<file path="config.mk">
export PLATFORM = sky130hd
export DESIGN_NAME = rpn_sequencer
export DESIGN_NICKNAME = d
export VERILOG_FILES = /design/src/rtl/rpn_pkg.sv /design/src/rtl/rpn_sequencer.sv
export SDC_FILE = /design/constraint.sdc
export NUM_CORES = 1
export LEC_CHECK = 0
export CORE_MARGIN = 2
export CORE_UTILIZATION = 47
export CTS_BUF_LIST = sky130_fd_sc_hd__clkbuf_2 sky130_fd_sc_hd__clkbuf_4 sky130_fd_sc_hd__clkbuf_8
export DETAILED_ROUTE_END_ITERATION = 6
export PLACE_DENSITY_LB_ADDON = 0.2
export SETUP_SLACK_MARGIN = 0.1
export SLEW_MARGIN = 10
export SYNTH_ARGS = -nofsm -noshare
export SYNTH_HDL_FRONTEND = slang
export SYNTH_SLANG_ARGS = --single-unit
</file>
<file path="constraint.sdc">
create_clock -name clk -period 2.35 [get_ports clk]
set_input_delay 0.235 -clock clk [delete_from_list [all_inputs] [get_ports clk]]
set_output_delay 0.235 -clock clk [all_outputs]
set_load 0.02 [all_outputs]
</file>
<file path="src/rtl/rpn_pkg.sv">
`default_nettype none
// ============================================================================
// Module      : rpn_pkg
// Description : Shared types and constants for the RPN expression sequencer:
//               token kinds, ALU opcodes and controller states.
// Revision    : 1.0 - initial release
// ============================================================================
package rpn_pkg;

   // Token kinds carried on tok_kind
   typedef enum logic [1:0] {
      TOK_OPND = 2'b00,
      TOK_ADD  = 2'b01,
      TOK_MUL  = 2'b10,
      TOK_END  = 2'b11
   } tok_kind_e;

   // ALU opcodes
   localparam logic [2:0] OP_NOP  = 3'b000;
   localparam logic [2:0] OP_ADD  = 3'b100;
   localparam logic [2:0] OP_MUL  = 3'b101;
   localparam logic [2:0] OP_PUSH = 3'b110;
   localparam logic [2:0] OP_POP  = 3'b111;

   // Controller states
   typedef enum logic [3:0] {
      ST_RST_FLUSH = 4'd0,
      ST_IDLE      = 4'd1,
      ST_PUSH      = 4'd2,
      ST_OP        = 4'd3,
      ST_CAPTURE   = 4'd4,
      ST_POP2      = 4'd5,
      ST_PUSHRES   = 4'd6,
      ST_DRAIN     = 4'd7,
      ST_EMIT      = 4'd8,
      ST_DISCARD   = 4'd9
   } state_e;

endpackage : rpn_pkg
`default_nettype wire

</file>
<file path="src/rtl/rpn_sequencer.sv">
`default_nettype none
// ============================================================================
// Module      : rpn_sequencer
// Description : Evaluates postfix integer expressions by sequencing an
//               external stack-based ALU. Accepts operand/add/mul/end tokens,
//               collapses the ALU stack after each operator and returns one
//               result per expression. Flushes the (reset-less) ALU stack
//               after every reset.
//               Build option RPN_SEQ_MUL_EN: when defined, multiply tokens
//               are executed with the ALU multiply opcode; otherwise they
//               mark the expression as malformed.
// Revision    : 1.0 - initial release
// ============================================================================
module rpn_sequencer
   import rpn_pkg::*;
#(
   parameter int STACK_DEPTH = 1024
) (
   input  logic        clk,
   input  logic        rst,
   input  logic        tok_valid,
   output logic        tok_ready,
   input  logic [1:0]  tok_kind,
   input  logic [31:0] tok_data,
   output logic        res_valid,
   input  logic        res_ready,
   output logic [31:0] res_data,
   output logic        res_overflow,
   output logic        res_error,
   output logic [31:0] alu_input_data,
   output logic [2:0]  alu_opcode,
   input  logic [31:0] alu_output_data,
   input  logic        alu_overflow,
   input  logic        alu_invalid
);

   localparam logic [10:0] c_full = 11'(STACK_DEPTH);

   state_e      r_state;
   state_e      w_next;
   logic [10:0] r_depth;
   logic [10:0] r_flush;
   logic [31:0] r_last;
   logic        r_err;
   logic        r_ovf;
   logic        w_tok_ready;
   logic [2:0]  w_opcode;
   logic [31:0] w_in;
   logic        w_accept;

`ifdef RPN_SEQ_MUL_EN
   logic        r_is_mul;
`endif

   assign w_accept = tok_valid & w_tok_ready;

   // State register; reset restarts the ALU flush from any state
   always_ff @(posedge clk) begin
      if (rst) begin
         r_state <= ST_RST_FLUSH;
      end else begin
         r_state <= w_next;
      end
   end

   // Depth counter, flush counter, shadow of last pushed value, sticky flags
   always_ff @(posedge clk) begin
      if (rst) begin
         r_depth <= 11'd0;
         r_flush <= c_full;
         r_last  <= 32'd0;
         r_err   <= 1'b0;
         r_ovf   <= 1'b0;
`ifdef RPN_SEQ_MUL_EN
         r_is_mul <= 1'b0;
`endif
      end else begin
         case (r_state)
            ST_RST_FLUSH: r_flush <= r_flush - 11'd1;
            ST_IDLE: begin
               if (w_accept) begin
                  case (tok_kind)
                     TOK_OPND: begin
                        if (r_depth == c_full) r_err  <= 1'b1;
                        else                   r_last <= tok_data;
                     end
                     TOK_ADD: begin
                        if (r_depth < 11'd2) r_err <= 1'b1;
`ifdef RPN_SEQ_MUL_EN
                        r_is_mul <= 1'b0;
`endif
                     end
                     TOK_MUL: begin
`ifdef RPN_SEQ_MUL_EN
                        if (r_depth < 11'd2) r_err <= 1'b1;
                        r_is_mul <= 1'b1;
`else
                        r_err <= 1'b1;
`endif
                     end
                     default: begin
                        // End token: a well-formed expression leaves exactly one value
                        if (r_depth != 11'd1) r_err <= 1'b1;
                     end
                  endcase
               end
            end
            ST_PUSH:    r_depth <= r_depth + 11'd1;
            ST_CAPTURE: begin
               r_last  <= alu_output_data;
               r_ovf   <= r_ovf | alu_overflow;
               r_err   <= r_err | alu_invalid;
               r_depth <= r_depth - 11'd1;
            end
            ST_POP2:    r_depth <= r_depth - 11'd1;
            ST_PUSHRES: r_depth <= r_depth + 11'd1;
            ST_DRAIN:   r_depth <= r_depth - 11'd1;
            ST_EMIT: begin
               if (res_ready) begin
                  r_err <= 1'b0;
                  r_ovf <= 1'b0;
               end
            end
            default: ;
         endcase
      end
   end

   // Next-state decode and Moore ALU command/handshake outputs
   always_comb begin
      w_next      = r_state;
      w_tok_ready = 1'b0;
      w_opcode    = OP_NOP;
      w_in        = 32'd0;
      case (r_state)
         ST_RST_FLUSH: begin
            w_opcode = OP_POP;
            if (r_flush == 11'd1) w_next = ST_IDLE;
         end
         ST_IDLE: begin
            w_tok_ready = 1'b1;
            if (tok_valid) begin
               case (tok_kind)
                  TOK_OPND: w_next = (r_depth == c_full) ? ST_DISCARD : ST_PUSH;
                  TOK_ADD:  w_next = (r_depth >= 11'd2) ? ST_OP : ST_DISCARD;
`ifdef RPN_SEQ_MUL_EN
                  TOK_MUL:  w_next = (r_depth >= 11'd2) ? ST_OP : ST_DISCARD;
`else
                  TOK_MUL:  w_next = ST_DISCARD;
`endif
                  default:  w_next = (r_depth == 11'd0) ? ST_EMIT : ST_DRAIN;
               endcase
            end
         end
         ST_PUSH: begin
            w_opcode = OP_PUSH;
            w_in     = r_last;
            w_next   = ST_IDLE;
         end
         ST_OP: begin
`ifdef RPN_SEQ_MUL_EN
            w_opcode = r_is_mul ? OP_MUL : OP_ADD;
`else
            w_opcode = OP_ADD;
`endif
            w_next   = ST_CAPTURE;
         end
         ST_CAPTURE: begin
            w_opcode = OP_POP;
            w_next   = ST_POP2;
         end
         ST_POP2: begin
            w_opcode = OP_POP;
            w_next   = ST_PUSHRES;
         end
         ST_PUSHRES: begin
            w_opcode = OP_PUSH;
            w_in     = r_last;
            w_next   = ST_IDLE;
         end
         ST_DRAIN: begin
            w_opcode = OP_POP;
            if (r_depth == 11'd1) w_next = ST_EMIT;
         end
         ST_EMIT: begin
            if (res_ready) w_next = ST_IDLE;
         end
         ST_DISCARD: begin
            w_tok_ready = 1'b1;
            if (tok_valid && (tok_kind == TOK_END))
               w_next = (r_depth == 11'd0) ? ST_EMIT : ST_DRAIN;
         end
         default: w_next = ST_RST_FLUSH;
      endcase
   end

   // The ALU has no reset, so keep it idle while reset is held; the flush
   // pop count therefore starts on the first cycle after reset releases.
   assign alu_opcode     = rst ? OP_NOP : w_opcode;
   assign alu_input_data = rst ? 32'd0  : w_in;
   assign tok_ready      = w_tok_ready;

   assign res_valid    = (r_state == ST_EMIT);
   assign res_data     = (res_valid && !r_err) ? r_last : 32'd0;
   assign res_overflow = res_valid & r_ovf;
   assign res_error    = res_valid & r_err;

endmodule : rpn_sequencer
`default_nettype wire

</file>
Word-level counts from Yosys, hierarchy flattened. Index checks and enable logic that the tools add are counted.

Output and inout port bits: 71. Register bits after elaboration: 60. Word-level logic and storage cells: 90. Input port bits: 72.

Reduce and logical (&&, ||, !) cells: 18. Multiplexer cells: 29. Bitwise operators: 5. Equal/unequal tests: 27. Add/sub/neg operators: 3. $lt $le $gt $ge: 2.

Operators by type and width (number): $mux 32 (6); $pmux 32 s2 (1); $pmux 4 s9 (1); $mux 4 (8); $eq 11x1->1 const B (2); $pmux 11 s2 (1); $sub 11x1->11 const B (2); $eq 4x3->1 const B (4); $ne 2x2->1 const B (7); $pmux 4 s3 (1); $add 11x1->11 const B (1); $eq 11x11->1 const B (1); $ge 11x2->1 const B (1); $logic_not 11->1 (1); $lt 11x2->1 const B (1); $ne 11x1->1 const B (1); $pmux 3 s3 (1); $eq 4x2->1 const B (2); $eq 4x4->1 const B (2); $mux 1 (6); $ne 3x3->1 const B (2); $pmux 1 s3 (2); $reduce_and 6->1 (1); $reduce_bool 2->1 (3); 20 further kinds (26).

Logic depth before layout (Yosys ltp).
Depth in word-level cells: 6. Depth in mapped cells: 8. Mapped depth without buffers: 7.

Least setup slack after synthesis. OpenSTA, ideal clock, no wires.

Path kind: flip-flop to output port. Start point: reg r_state[3]. End point: out res_data[10]. Stages on the path, launching flop included: 5. Arrival: 1.872 ns. Path buffers: 1. Required time: 2.115 ns. Setup slack: 0.243 ns. Cell sequence: dfxtp_1 > nor4b_2 > nor2b_1 > clkbuf_1 > and2_1.

Cells in the longest elaborated chain, start to end: 3.

RTL lines: start: declaration (RTL line rpn_sequencer.sv:39) `state_e r_state;`; start signal: assignment (RTL line rpn_sequencer.sv:62) `r_state <= w_next;`; $eq 4x4->1 (RTL line rpn_sequencer.sv:203) `assign res_valid = (r_state == ST_EMIT);`; net res_valid (RTL line rpn_sequencer.sv:25) `output logic res_valid,`; $logic_and 1x1->1 (RTL line rpn_sequencer.sv:204) `assign res_data = (res_valid && !r_err) ? r_last : 32'd0;`; $mux 32 (RTL line rpn_sequencer.sv:204); end: declaration (RTL line rpn_sequencer.sv:27) `output logic [31:0] res_data,`.

The timed path passes the listed nets, and every way through them passes these cells.

Worst setup path after layout.
Start point: reg r_depth[0]. End point: reg r_last[23].

Cells in the longest elaborated chain, start to end: 3.

RTL lines: start: declaration (RTL line rpn_sequencer.sv:41) `logic [10:0] r_depth;`; start signal: assignment (RTL line rpn_sequencer.sv:108) `ST_PUSH: r_depth <= r_depth + 11'd1;`; start signal: assignment (RTL line rpn_sequencer.sv:113) `r_depth <= r_depth - 11'd1;`; start signal: assignment (RTL line rpn_sequencer.sv:115) `ST_POP2: r_depth <= r_depth - 11'd1;`; $eq 11x11->1 (RTL line rpn_sequencer.sv:84) `if (r_depth == c_full) r_err <= 1'b1;`; $ne 2x2->1 (no line); $reduce_and 4->1 (no line); end signal: assignment (RTL line rpn_sequencer.sv:85) `else r_last <= tok_data;`; end signal: assignment (RTL line rpn_sequencer.sv:110) `r_last <= alu_output_data;`; end: declaration (RTL line rpn_sequencer.sv:43) `logic [31:0] r_last;`.

Every way passes these cells. A chain may end at the register's enable or synchronous reset.

==> impl_table.tex <==
\begin{tabular}{lr}
\hline
Metric & Value \\
\hline
\multicolumn{2}{l}{\textbf{Critical path}} \\
\quad Crit path buffers/inverters & 2 \\
\quad CP Data Required Time & 2590 ps \\
\quad Crit. End Element & flop \\
\quad Crit Path Max Fanout & 29 \\
\quad Cell-by-cell listing of the critical path & inv\_1 -> ha\_1 -> nand2b\_2 -> o41ai\_4 -> a21oi\_4 -> buf\_12 -> nor2\_1 -> a211oi\_2 \\
\quad Arrival time of the worst setup path & 2430 ps \\
\quad Peak per-stage delay on the critical path & 420 ps \\
\quad Type of the setup path with the least slack & reg -> reg \\
\quad Startpoint class of the critical path & flop \\
\quad CP max-delay cell & sky130\_fd\_sc\_hd\_\_dfxtp\_1 \\
\quad Gate family responsible for the most delay along the worst path & compound AO/OA/AOI/OAI gates \\
\multicolumn{2}{l}{\textbf{Drt}} \\
\quad Post-detailed-route wirelength per cell & 16.8 um \\
\quad Via count & 3,831 \\
\quad Number of remaining DRC errors & 0 \\
\quad Starting DRT DRC Count & 132 \\
\quad DRT antenna net count & 0 \\
\quad Routed wire length & 11,900 um \\
\quad Vias per cell & 5.42 \\
\quad First-pass iteration count of the detailed router & 4 \\
\multicolumn{2}{l}{\textbf{Synth}} \\
\quad Avg Cell Area, Syn & 8.78 um\^{}2 \\
\quad Yosys top cell area share & 29.9\% \\
\quad Top cell type by total area after synthesis & sky130\_fd\_sc\_hd\_\_dfxtp\_1 \\
\quad Number of unique standard cell types used by synthesis & 59 \\
\quad Synthesized netlist cell count & 457 \\
\quad Proportion of synthesized chip area in sequential cells & 29.9\% \\
\quad Register bit count reported by yosys & 60 \\
\quad Commonest cells post-synth & sky130\_fd\_sc\_hd\_\_and2\_1 (66), sky130\_fd\_sc\_hd\_\_nor2\_1 (63), sky130\_fd\_sc\_hd\_\_dfxtp\_1 (60), sky130\_fd\_sc\_hd\_\_a211oi\_2 (32), sky130\_fd\_sc\_hd\_\_mux2i\_1 (32) \\
\quad Fraction of registers with async set/reset & 0\% \\
\quad Cell Area, Synth & 0.00401 mm\^{}2 \\
\quad Top flip-flop cell by instance count after synthesis & sky130\_fd\_sc\_hd\_\_dfxtp\_1 \\
\quad Synth area leaders & sky130\_fd\_sc\_hd\_\_dfxtp\_1 (30\%), sky130\_fd\_sc\_hd\_\_and2\_1 (10\%), sky130\_fd\_sc\_hd\_\_a211oi\_2 (10\%) \\
\quad Synthesized net count & 540 \\
\quad Number of enable-type register cells in the synthesized netlist & 0 \\
\quad Cell with the most instances after synthesis & sky130\_fd\_sc\_hd\_\_and2\_1 \\
\quad Synthesis Warnings & 0 \\
\multicolumn{2}{l}{\textbf{Timing}} \\
\quad Hold Worst Slack & 417 ps \\
\quad Post-layout min period & 2190 ps \\
\quad Worst Skew & 4.96 ps \\
\quad Share of the clock period used by the worst path & 93.3\% \\
\quad RSZ-0062 raised after global routing & yes \\
\quad Worst Tran Pin Value & 516 ps \\
\quad Relative max-transition margin & 65.6\% \\
\quad Slew Viols, Final & 0 \\
\quad Finish-stage setup viols & 0 \\
\quad Max Fclk & 456 MHz \\
\quad Fin. Hold Viols & 0 \\
\multicolumn{2}{l}{\textbf{CTS}} \\
\quad TritonCTS clock tree & built \\
\quad Clock insertion delay at the later pin of the skew report & 340 ps \\
\quad TritonCTS buffer count & 9 \\
\quad Clock slew at reported path FFs & 70 ps \\
\quad CTS sink count & 60 \\
\quad Root Driver & sky130\_fd\_sc\_hd\_\_clkbuf\_8 \\
\quad Cts-stage hold buffer count & 0 \\
\quad Number of buffers inserted to repair setup after CTS & 0 \\
\quad Number of buffers between clock root and the deepest sink & 2 \\
\quad CTS H-tree lvls & 3 \\
\multicolumn{2}{l}{\textbf{Pwr}} \\
\quad Design Power & 3100 uW \\
\quad Worst VDD drop & 0.567 mV \\
\quad P per Cell Area & 536 mW/mm\^{}2 \\
\quad Static power due to leakage & 0.00238 uW \\
\multicolumn{2}{l}{\textbf{Floorplanning}} \\
\quad Die width & 96.4 um \\
\quad Row count & 33 \\
\quad Starting density of the core & 48.6\% \\
\quad Die area & 0.00929 mm\^{}2 \\
\quad Floorplan Core Area & 0.00826 mm\^{}2 \\
\quad Number of primary I/O pins & 143 \\
\quad Die Y & 96.4 um \\
\multicolumn{2}{l}{\textbf{Placement}} \\
\quad Gpl congestion & 0.913 \\
\quad HPWL after detailed placement & 8510 um \\
\quad Port bufs & 142 \\
\multicolumn{2}{l}{\textbf{Finish}} \\
\quad Growth of design area from synthesis to finish & 44.1\% \\
\quad \# nets final & 680 \\
\quad Utilization after layout & 70.0\% \\
\quad Inserted Diodes & 0 \\
\quad Fraction of layout instances using a drive strength above 1 & 15.0\% \\
\multicolumn{2}{l}{\textbf{Global routing}} \\
\quad First-pass GRT wire length & 17,800 um \\
\quad Initial antenna violation count & 0 \\
\quad Global Route Usage Sum & 24.8\% \\
\quad Pin count of the biggest net entering global routing & 59 \\
\quad Sum of overflow across all layers after global routing & 0 \\
\quad Number of global-route vias before repair & 3,674 \\
\multicolumn{2}{l}{\textbf{Flow run}} \\
\quad Max Cap Violations & 0 \\
\multicolumn{2}{l}{\textbf{Run status}} \\
\quad Run status & completed \\
\multicolumn{2}{l}{\textbf{Worst hold path}} \\
\quad Class of the worst hold path & in -> reg \\
\hline
\end{tabular}
-- layout make-up --
| cell class | count | area (um^2) |
|---|---|---|
| Multi-Input combinational cell | 353 | 2650 |
| Tap cell | 105 | 131 |
| Inverter | 10 | 37.5 |
| Sequential cell | 60 | 1200 |
| Clock buffer | 12 | 159 |
| Fill cell | 694 | 2470 |
| Clock inverter | 4 | 47.5 |
| Timing Repair Buffer | 163 | 1560 |
-- cells by family (layout without fill, tap and decap cells) --
kind of cell               after synthesis  after routing  synth area share, %
and+or+nand+nor                        210            210                 30.3
AOI/OAI and AO/OA                       82             82                 19.0
DFF                                     60             60                 29.9
buffers and inverters                   44            189                 5.46
muxes                                   33             33                 8.26
xor gates and xnor gates                17             17                 3.71
adders and majority gates               11             11                 3.43
-- tightest hold or removal path, stage by stage --
cell and delay (ps):
sky130_fd_sc_hd__buf_2 130, sky130_fd_sc_hd__buf_4 230, sky130_fd_sc_hd__nor2_1 120
-- stage by stage --
step	cells	cell area (um^2)	TNS [ps]	setup WS, ps
floorplan	457	4010	0	243
global placement	689	5570	0	204
detailed placement	689	5570	0	77.3
CTS	706	5720	-138	-29.6
global route	707	5780	0	58.5
finish	707	5780	0	158
-- timing repair --
| action | 4_1_cts | 5_1_grt |
|---|---|---|
| gates cloned | 1 | 1 |
| setup endpoints to repair | 65 | 58 |
| resized for setup | 64 | 22 |
-- registers in the layout, indices dropped and copies added (netlist names) --
| name | cells |
|---|---|
| r_err | 1 |
| r_state | 4 |
| r_depth | 11 |
| r_flush | 11 |
| r_ovf | 1 |
| r_last | 32 |
-- layout by cell type, fill, tap and decap left out, drive strengths merged, types with 3 or more instances in the layout --
master,count
nand4,4
a21oi,14
clkbuf,17
dlymetal6s2s,6
xor2,11
or3,4
xnor2,6
nor4,9
dfxtp,60
and4,4
clkdlybuf4s15,3
a211oi,33
mux2i,32
o21ai,12
nor2,63
nand3,4
nand2,9
clkdlybuf4s50,76
a31oi,7
dlygate4sd2,52
nor3,12
or4,3
buf,21
nor4b,5
nor2b,12
ha,11
a32oi,3
nand2b,5
inv,10
and2,66
-- power breakdown --
part           total [uW]  internal, uW  switching (uW)
sequential           1230          1140            96.5
combinational         908           457             451
clock                 957           556             402
-- worst paths after layout --
| kind | start | end | slack [ps] | cells past startpoint |
|---|---|---|---|---|
| setup reg to reg | r_depth[0] | r_last[23] | 160 | 8 |
| hold / removal | rst | r_depth[6] | 420 | 3 |
| setup / recovery | r_depth[0] | r_last[23] | 160 | 8 |
| hold reg to reg | r_flush[7] | r_flush[7] | 520 | 2 |
-- per-layer routing --
layer  wire length [um]  global-route usage [%]
met1               4860                    29.3
met2               6000                    45.7
met3                873                    4.19
met4                138                    7.51
met5                  0                       0
(Power assumes the default switching activity.)
